`config.mk`:
```
export PLATFORM = sky130hd
export DESIGN_NAME = div_seq
export DESIGN_NICKNAME = d
export VERILOG_FILES = /design/src/rtl/div_seq.sv
export SDC_FILE = /design/constraint.sdc
export NUM_CORES = 1
export LEC_CHECK = 0
export ABC_AREA = 0
export BUFFER_PORTS_ARGS = -buffer_cell sky130_fd_sc_hd__buf_2
export CORE_MARGIN = 5
export CORE_UTILIZATION = 28
export CTS_CLUSTER_DIAMETER = 150
export CTS_CLUSTER_SIZE = 25
export DETAILED_ROUTE_END_ITERATION = 12
export HOLD_SLACK_MARGIN = 0.15
export MAX_ROUTING_LAYER = met4
export PLACE_DENSITY = 0.56
export SLEW_MARGIN = 5
export SYNTH_ARGS = -nofsm -noshare
export SYNTH_HDL_FRONTEND = slang
export SYNTH_SLANG_ARGS = --single-unit
export TNS_END_PERCENT = 10
```
`constraint.sdc`:
```
create_clock -name clk -period 13.6 [get_ports clk]
set_input_delay 2.72 -clock clk [delete_from_list [all_inputs] [get_ports clk]]
set_output_delay 2.72 -clock clk [all_outputs]
set_load 0.02 [all_outputs]
```
`src/rtl/div_seq.sv`:
```
// -----------------------------------------------------------------------------
// div_seq
//   Multi-cycle sequencer for the EX-stage divider (DIV / DIVU). Runs a radix-2
//   restoring shift-subtract loop, one iteration per clock, and raises the
//   pipeline stall request until the {remainder, quotient} result is ready for
//   the HI/LO write. Only one divide is in flight at a time.
//
//   Handshake: EX raises start_i with the operands and keeps it high. The
//   operands are captured only in IDLE on the accepting edge. ready_o goes high
//   in END with result_o valid and stable. The divider returns to IDLE on the
//   first cycle that start_i is low in END. annul_i cancels a request in IDLE or
//   a divide in ON. annul_i is ignored in DIVZERO and END.
//
// Ports
//   clk           rising-edge clock
//   rst           synchronous, active-high reset
//   start_i       divide request, held high until ready_o
//   annul_i       cancel the in-flight divide (branch / flush)
//   signed_div_i  1 = signed (DIV), 0 = unsigned (DIVU)
//   opdata1_i     dividend
//   opdata2_i     divisor
//   result_o      {remainder, quotient}, valid while ready_o is high
//   ready_o       result valid (END state only)
//   stallreq_o    stall request to the pipeline controller
// -----------------------------------------------------------------------------
module div_seq #(
   parameter int WIDTH = 32,
   parameter int CNT_W = 6
) (
   input  logic               clk,
   input  logic               rst,
   input  logic               start_i,
   input  logic               annul_i,
   input  logic               signed_div_i,
   input  logic [WIDTH-1:0]   opdata1_i,
   input  logic [WIDTH-1:0]   opdata2_i,
   output logic [2*WIDTH-1:0] result_o,
   output logic               ready_o,
   output logic               stallreq_o
);

   typedef enum logic [1:0] {
      S_IDLE    = 2'd0,
      S_DIVZERO = 2'd1,
      S_ON      = 2'd2,
      S_END     = 2'd3
   } state_e;

   localparam logic [WIDTH-1:0] ONE      = {{(WIDTH-1){1'b0}}, 1'b1};
   localparam logic [CNT_W-1:0] CNT_ONE  = {{(CNT_W-1){1'b0}}, 1'b1};
   localparam logic [CNT_W-1:0] CNT_LAST = CNT_W'(WIDTH);

   state_e             state_q;
   logic [CNT_W-1:0]   cnt_q;
   // Bits [2W:W+1] hold the partial remainder. Bit W is the next dividend bit.
   // Bits [W-1:0] hold the remaining dividend bits with the quotient shifted in
   // at the bottom.
   logic [2*WIDTH:0]   dividend_q;
   logic [2*WIDTH:0]   dividend_d;
   logic [WIDTH-1:0]   divisor_q;
   logic               sign_q;     // quotient must be negated
   logic               sign_r_q;   // remainder must be negated

   logic [WIDTH:0]     diff_d;
   logic [WIDTH-1:0]   op1_abs_d;
   logic [WIDTH-1:0]   op2_abs_d;
   logic [WIDTH-1:0]   quot_fix_d;
   logic [WIDTH-1:0]   rem_fix_d;

   always_comb begin
      op1_abs_d = (signed_div_i && opdata1_i[WIDTH-1]) ? (~opdata1_i + ONE) : opdata1_i;
      op2_abs_d = (signed_div_i && opdata2_i[WIDTH-1]) ? (~opdata2_i + ONE) : opdata2_i;

      // A borrow out of the trial subtraction (diff_d[WIDTH]) means the divisor
      // did not fit. In that case only shift. Otherwise keep the difference and
      // shift in a 1.
      diff_d = dividend_q[2*WIDTH:WIDTH] - {1'b0, divisor_q};
      if (diff_d[WIDTH]) begin
         dividend_d = {dividend_q[2*WIDTH-1:0], 1'b0};
      end else begin
         dividend_d = {diff_d[WIDTH-1:0], dividend_q[WIDTH-1:0], 1'b1};
      end

      // The first iteration compares against an all-zero window and always
      // yields 0. That bit lands in dividend_d[WIDTH] after the last iteration
      // and is not part of the result.
      quot_fix_d = sign_q   ? (~dividend_d[WIDTH-1:0] + ONE)       : dividend_d[WIDTH-1:0];
      rem_fix_d  = sign_r_q ? (~dividend_d[2*WIDTH:WIDTH+1] + ONE) : dividend_d[2*WIDTH:WIDTH+1];

      stallreq_o = ((state_q == S_IDLE) && start_i && !annul_i) ||
                   (state_q == S_ON) || (state_q == S_DIVZERO);
   end

   always_ff @(posedge clk) begin
      if (rst) begin
         state_q    <= S_IDLE;
         cnt_q      <= '0;
         dividend_q <= '0;
         divisor_q  <= '0;
         sign_q     <= 1'b0;
         sign_r_q   <= 1'b0;
         result_o   <= '0;
         ready_o    <= 1'b0;
      end else begin
         case (state_q)
            S_IDLE: begin
               if (start_i && !annul_i) begin
                  if (opdata2_i == '0) begin
                     state_q <= S_DIVZERO;
                  end else begin
                     state_q    <= S_ON;
                     cnt_q      <= '0;
                     divisor_q  <= op2_abs_d;
                     dividend_q <= {{(WIDTH+1){1'b0}}, op1_abs_d};
                     sign_q     <= signed_div_i & (opdata1_i[WIDTH-1] ^ opdata2_i[WIDTH-1]);
                     sign_r_q   <= signed_div_i & opdata1_i[WIDTH-1];
                  end
               end
            end
            S_DIVZERO: begin
               dividend_q <= '0;
               result_o   <= '0;
               ready_o    <= 1'b1;
               state_q    <= S_END;
            end
            S_ON: begin
               if (annul_i) begin
                  state_q <= S_IDLE;
                  cnt_q   <= '0;
               end else begin
                  dividend_q <= dividend_d;
                  cnt_q      <= cnt_q + CNT_ONE;
                  // Iterations run for cnt = 0..WIDTH. The last one also
                  // registers the sign-corrected result.
                  if (cnt_q == CNT_LAST) begin
                     state_q  <= S_END;
                     cnt_q    <= '0;
                     result_o <= {rem_fix_d, quot_fix_d};
                     ready_o  <= 1'b1;
                  end
               end
            end
            S_END: begin
               if (!start_i) begin
                  state_q  <= S_IDLE;
                  ready_o  <= 1'b0;
                  result_o <= '0;
               end
            end
            default: begin
               state_q <= S_IDLE;
            end
         endcase
      end
   end

endmodule

```
==> qor.yml, run 1 <==
outcome: "finished, final reports clean"
worst-setup-path-type: "input port to output port"
clkSinkCount: 172
r2r_start: "dividend_q[32]"
cts-root-buf: "clkbuf_16"
rr_worst_depth: 21
busiest_layer: "met2"
period_minus_slack_ns: 6.31
skew_ns: 0.0202
dpl.hpwl_um: 31000
grt_util_met1: 0.246
period_share: 0.464
grtUsageMet3: 0.0252
die_x_um: 215
layout_setup_ws_ns: 7.29
ys_async_sr_fraction: 0
synth_nets: 1628
io_buffers: 134
rsz0062_at_grt: "no"
multiInputGateArea_sq_um: 7750
yosysTopAreaCell: "dfxtp_1"
syn_area_sq_um: 11800
gp_congestion: 0.860
ios: 135
max_freq_ghz: 0.158
post_cts_resized: 0
grt_pass1_vias: 10842
start_kind: "input port"
vias: 11511
syn2layout_area_growth_pct: 14.1
wire_per_inst_um: 18.5
pwr_density_cell_nw_per_um2: 147
worstPathRequired_ns: 10.88
crit_path_start: "annul_i"
drive_above_1_share: 0.139
ys_seq_area_frac: 0.291
cp_max_fo: 9
antenna_found_initial: 1
worstHoldPathCells: 2
hold_viol: 0
syn_inst: 1514
dieArea_sq_um: 46400
yosysWarnings: 0
yosysTopAreaCellShare: 0.291
grt_pass1_wl_um: 63100
via_per_inst: 5.36
drt_first_pass_iters: 5
ys_seq_elements: 172
drtIter0Drc: 914
fp-row-count: 75
final_cell_mix: "198 x nor2_1, 172 x dfxtp_1, 133 x buf_2, 132 x nand2_1, 107 x a21oi_1"
yosys-top-cells-area: "dfxtp_1 29%, xnor2_1 6.4%, nor2_1 6.4%"
relSlewSlack: 0.272
grt_max_degree: 100
ys.flop_type: "dfxtp_1"
routed_wl_um: 39800
cap_violations: 0
p_leak_nw: 5.34
drc: 0
core_area_sq_um: 41900
arrival_ns: 3.59
hp-class: "register to register"
fin_nets: 1710
tightest_slew_ns: 1.09
setup_viol: 0
cts.reportedPaths.clkPinSlew_ns: 0.06
ys_types: 86
cp-end-kind: "output port"
clockBufferDepth: 2
cts.htree.levels: 4
numCtsBuffers: 17
use_met2: 0.260
die_y_um: 215
syn_area_per_cell_sq_um: 7.80
nFillCells: 4530
final_common_cell: "nor2_1"
synth-edff-count: 0
post-place-ws_ns: 7.09
cts_setup_buffers: 0
slew_violations: 0
overflow: 0
setup_tns_ns: 0
clock_insertion_delay_worst_skew_ns: 0.44
start_util: 0.282
worst_hold_slack_ns: 0.454
drtAntennaViolNets: 0
hold_start: "result_o[4]"
final-seq-area_sq_um: 3440
hold_buffers: 0
cts_tree: "done"
vdd_ir_drop_max_v: 0.0000818
grt_util_all_layers: 0.173
[where the power goes]
| group | switching, mW | leakage (nW) | internal (mW) |
|---|---|---|---|
| Sequential | 0.0824 | 1.40 | 0.566 |
| Clock | 0.212 | 0.285 | 0.297 |
| Combinational | 0.550 | 3.66 | 0.272 |
| Total | 0.845 | 5.34 | 1.14 |
[per-stage QoR]
| step | cell area [sq um] | power (mW) | std cells | util |
|---|---|---|---|---|
| after floorplan | 11800 | 1.25 | 1514 | - |
| after global placement | 12900 | 1.47 | 2116 | 0.308 |
| after detailed placement | 12900 | 1.47 | 2116 | 0.308 |
| after CTS | 13500 | 1.98 | 2145 | 0.322 |
| after global routing | 13500 | 2.11 | 2146 | 0.322 |
| final | 13500 | 1.98 | 2146 | 0.322 |
[registers in the layout, indices dropped and copies added, names as in the netlist]
signal,cells
ready_o,1
result_o,64
state_q,2
sign_q,1
cnt_q,6
divisor_q,32
dividend_q,65
sign_r_q,1
[synth_stat cells, types with 14 or more instances]
| cell type | n |
|---|---|
| o21ai_0 | 71 |
| xnor2_1 | 86 |
| a31oi_1 | 14 |
| ha_1 | 44 |
| a22oi_1 | 48 |
| a21oi_1 | 107 |
| inv_1 | 57 |
| o31ai_1 | 15 |
| or3_1 | 18 |
| nand3_1 | 26 |
| a22o_1 | 35 |
| nor3_1 | 54 |
| xor2_1 | 55 |
| mux2i_1 | 19 |
| buf_2 | 22 |
| clkbuf_1 | 49 |
| dfxtp_1 | 172 |
| nor4_1 | 24 |
| nand2_1 | 132 |
| a211oi_1 | 36 |
| a221oi_1 | 16 |
| nor2_1 | 200 |
[layout make-up]
| class | count | area share |
|---|---|---|
| flip-flops and latches | 172 | 0.256 |
| clock buffers | 20 | 0.0339 |
| clock inverters | 9 | 0.0104 |
| multi-input cells | 1197 | 0.575 |
| diodes | 1 | 0.000186 |
| repair buffers | 148 | 0.0578 |
| well taps | 539 | 0.0501 |
| inverters | 60 | 0.0169 |
[cells by family after synthesis]
| group | after synthesis | synth area share |
|---|---|---|
| buf+inv | 145 | 0.0541 |
| compound gates | 447 | 0.261 |
| fa+ha+maj | 45 | 0.0483 |
| xor+xnor | 141 | 0.105 |
| flops | 172 | 0.291 |
| mux | 27 | 0.0237 |
| simple gates | 537 | 0.217 |
[routing by layer]
metal | part of all wire | wire (um)
met2 | 0.45 | 17900
met4 | 0.015 | 592
met5 | 0 | 0
met1 | 0.48 | 19200
met3 | 0.054 | 2170
[worst max-delay path: stages]
cell and delay (ns):
buf_2 0.16, nor2b_1 0.34, nand2_1 0.13, nand2_1 0.08, buf_2 0.16
[worst paths after layout]
path         slack, ns           end
max reg2reg       7.64  result_o[62]
min               0.45   result_o[4]
min reg2reg       0.45   result_o[4]
max               7.29    stallreq_o
(Power assumes the default switching activity.)
==> run 2, diff against run 1 <==
==> constraint.sdc (replaced) <==
create_clock -name clk -period 6.4 [get_ports clk]
set_input_delay 1.28 -clock clk [delete_from_list [all_inputs] [get_ports clk]]
set_output_delay 1.28 -clock clk [all_outputs]
set_load 0.02 [all_outputs]
==> run 2 against run 1 <==
Compared with the run above: combinational power increased by 110%; first-iteration DRC count increased by 9.0%; cell count increased by 0.37%; non-clock buffer count increased by 2; critical path type is now register to register.
==> qor.yml, run 2 (synthesis results as in run 1) <==
grt_util_all_layers: 0.171  # -0.00202
outcome: "finished, final reports clean"
final_common_cell: "nor2_1"
gp_congestion: 0.892  # +3.8%
pwr-share-comb: 0.410  # -0.005
hold_start: "divisor_q[31]"
post_cts_resized: 0  # unchanged
antenna_found_initial: 3  # +2
skew_ns: 0.0149  # -0.00535 ns
relSlewSlack: 0.339  # +0.0669
max_freq_ghz: 0.179
ios: 135  # unchanged
slew_violations: 0  # unchanged
cts-root-buf: "clkbuf_16"
p_int_mw: 2.47  # +120%
rr_worst_depth: 21  # unchanged
cts.htree.levels: 4  # unchanged
switching_share: 0.424  # -0.00263
largest-register: "dividend_q"
drtAntennaViolNets: 0  # unchanged
vias: 11466  # -0.39%
cap_violations: 0  # unchanged
hold_viol: 0  # unchanged
clock_insertion_delay_worst_skew_ns: 0.45  # about the same
via_per_inst: 5.32  # -0.76%
hp-class: "register to register"
clkPwrFrac: 0.268  # +0.011
fin_area_sq_um: 13500  # +0.55%
die_y_um: 215  # unchanged
dieArea_sq_um: 46400  # unchanged
setup_viol: 0  # unchanged
top_regs: "dividend_q (65), result_o (64), divisor_q (32)"
vdd_ir_drop_max_v: 0.000180  # +120%
drc: 0  # unchanged
period_minus_slack_ns: 5.58
worstHoldPathCells: 2  # unchanged
numCtsBuffers: 17  # unchanged
grt_pass1_wl_um: 62800  # -0.47%
die_x_um: 215  # unchanged
clockBufferDepth: 2  # unchanged
start_util: 0.282  # unchanged
start_kind: "register"
cts.reportedPaths.clkPinSlew_ns: 0.07  # about the same
setup_tns_ns: 0  # unchanged
regToRegSetupSlack_ns: 0.82  # -6.82 ns
arrival_ns: 5.92  # +2.33 ns
syn2layout_area_growth_pct: 14.7
power_mw: 4.29  # +120%
pwr-share-seq: 0.321  # -0.007
cp-end-kind: "register"
post_dp_cell_area_sq_um: 12900  # +0.12%
drtIter0Drc: 996  # +9.0%
drt_first_pass_iters: 5  # unchanged
cts_setup_buffers: 0  # unchanged
fin_nets: 1712  # +0.12%
io_buffers: 134  # unchanged
worst-setup-path-type: "register to register"
grt_max_degree: 81  # -19%
routed_wl_um: 39500  # -0.79%
p_sw_mw: 1.82  # +120%
period_share: 0.872
fp-row-count: 75  # unchanged
worstPathRequired_ns: 6.74  # -4.14 ns
cp_max_fo: 37  # +28
grt_pass1_vias: 10942  # +0.92%
clkSinkCount: 172  # unchanged
worst_hold_slack_ns: 0.458  # +0.00396 ns
drive_above_1_share: 0.142  # +0.00267
tightest_slew_ns: 0.992  # -0.100 ns
pwr_density_cell_nw_per_um2: 317  # +120%
min_to: "divisor_q[31]"
wire_per_inst_um: 18.3  # -1.2%
hold_buffers: 0  # unchanged
overflow: 0  # unchanged
r2r_start: "dividend_q[32]"
core_area_sq_um: 41900  # unchanged
dpl.hpwl_um: 30600  # -1.5%
rsz0062_at_grt: "no"
p_leak_nw: 5.39  # +0.80%
largest_reg_flops: 65  # unchanged
final_cell_mix: "198 x nor2_1, 172 x dfxtp_1, 133 x buf_2, 132 x nand2_1, 107 x a21oi_1"
r2r-end: "result_o[62]"
cts_tree: "done"
-- run 2: power by group through the flow --
| stage | logic [mW] | registers, mW | clock network, mW |
|---|---|---|---|
| 4_1_cts | 1.75 | 1.37 | 1.17 |
| 6_report | 1.76 | 1.38 | 1.15 |
| 2_1_floorplan | 1.32 | 1.34 | 0 |
| 3_5_place_dp | 1.74 | 1.40 | 0 |
| 5_1_grt | 1.95 | 1.40 | 1.22 |
| 3_3_place_gp | 1.72 | 1.39 | 0 |
-- run 2: how the worst max path moves through the flow --
stage | startpoint | end | slack [ns]
floorplan | dividend_q[32] | result_o[58] | 1.79
global placement | dividend_q[32] | result_o[62] | 1.09
detailed placement | dividend_q[32] | result_o[62] | 0.94
CTS | dividend_q[32] | result_o[62] | 0.91
global route | dividend_q[32] | result_o[56] | 0.45
finish | dividend_q[32] | result_o[62] | 0.82
-- run 2: worst max-delay path, stage by stage (launching register included) --
cell      delay, ns
dfxtp_1        0.38
inv_1          0.06
ha_1           0.23
fa_1           0.41
nand2b_1       0.19
a211oi_2       0.32
o21ai_1        0.19
a211o_1        0.34
a21oi_4        0.21
o21a_4         0.29
nor2_4         0.08
inv_4          0.29
o21ai_0        0.20
inv_1          0.09
ha_1           0.24
nor4b_1        0.40
nand4_1        0.23
nor4_1         0.47
o22ai_1        0.24
o31ai_1        0.29
xnor2_1        0.10
a22o_1         0.19
-- run 2: per-layer routing --
layer	vias to the layer above	global-route usage	wire [um]
met5	-	-	0
met4	0	0.0408	709
met3	40	0.0341	2150
met2	292	0.256	17600
met1	5451	0.237	19100
li1	5683	-	-
-- run 2: final cells by class --
type,count,area [sq um]
diodes,4,10.0
clock buffers,21,470
clock inverters,11,178
fillers,4463,28300
inverters,60,228
multi-input cells,1197,7750
flip-flops and latches,172,3440
well taps,539,674
repair buffers,150,793
-- run 2: metrics by stage --
step | util | worst slack [ns] | std cells
6_report | 0.324 | 0.821 | 2154
5_1_grt | 0.324 | 0.455 | 2153
4_1_cts | 0.323 | 0.908 | 2150
3_5_place_dp | 0.308 | 0.945 | 2118
3_3_place_gp | 0.308 | 1.09 | 2118
2_1_floorplan | - | 1.79 | 1514
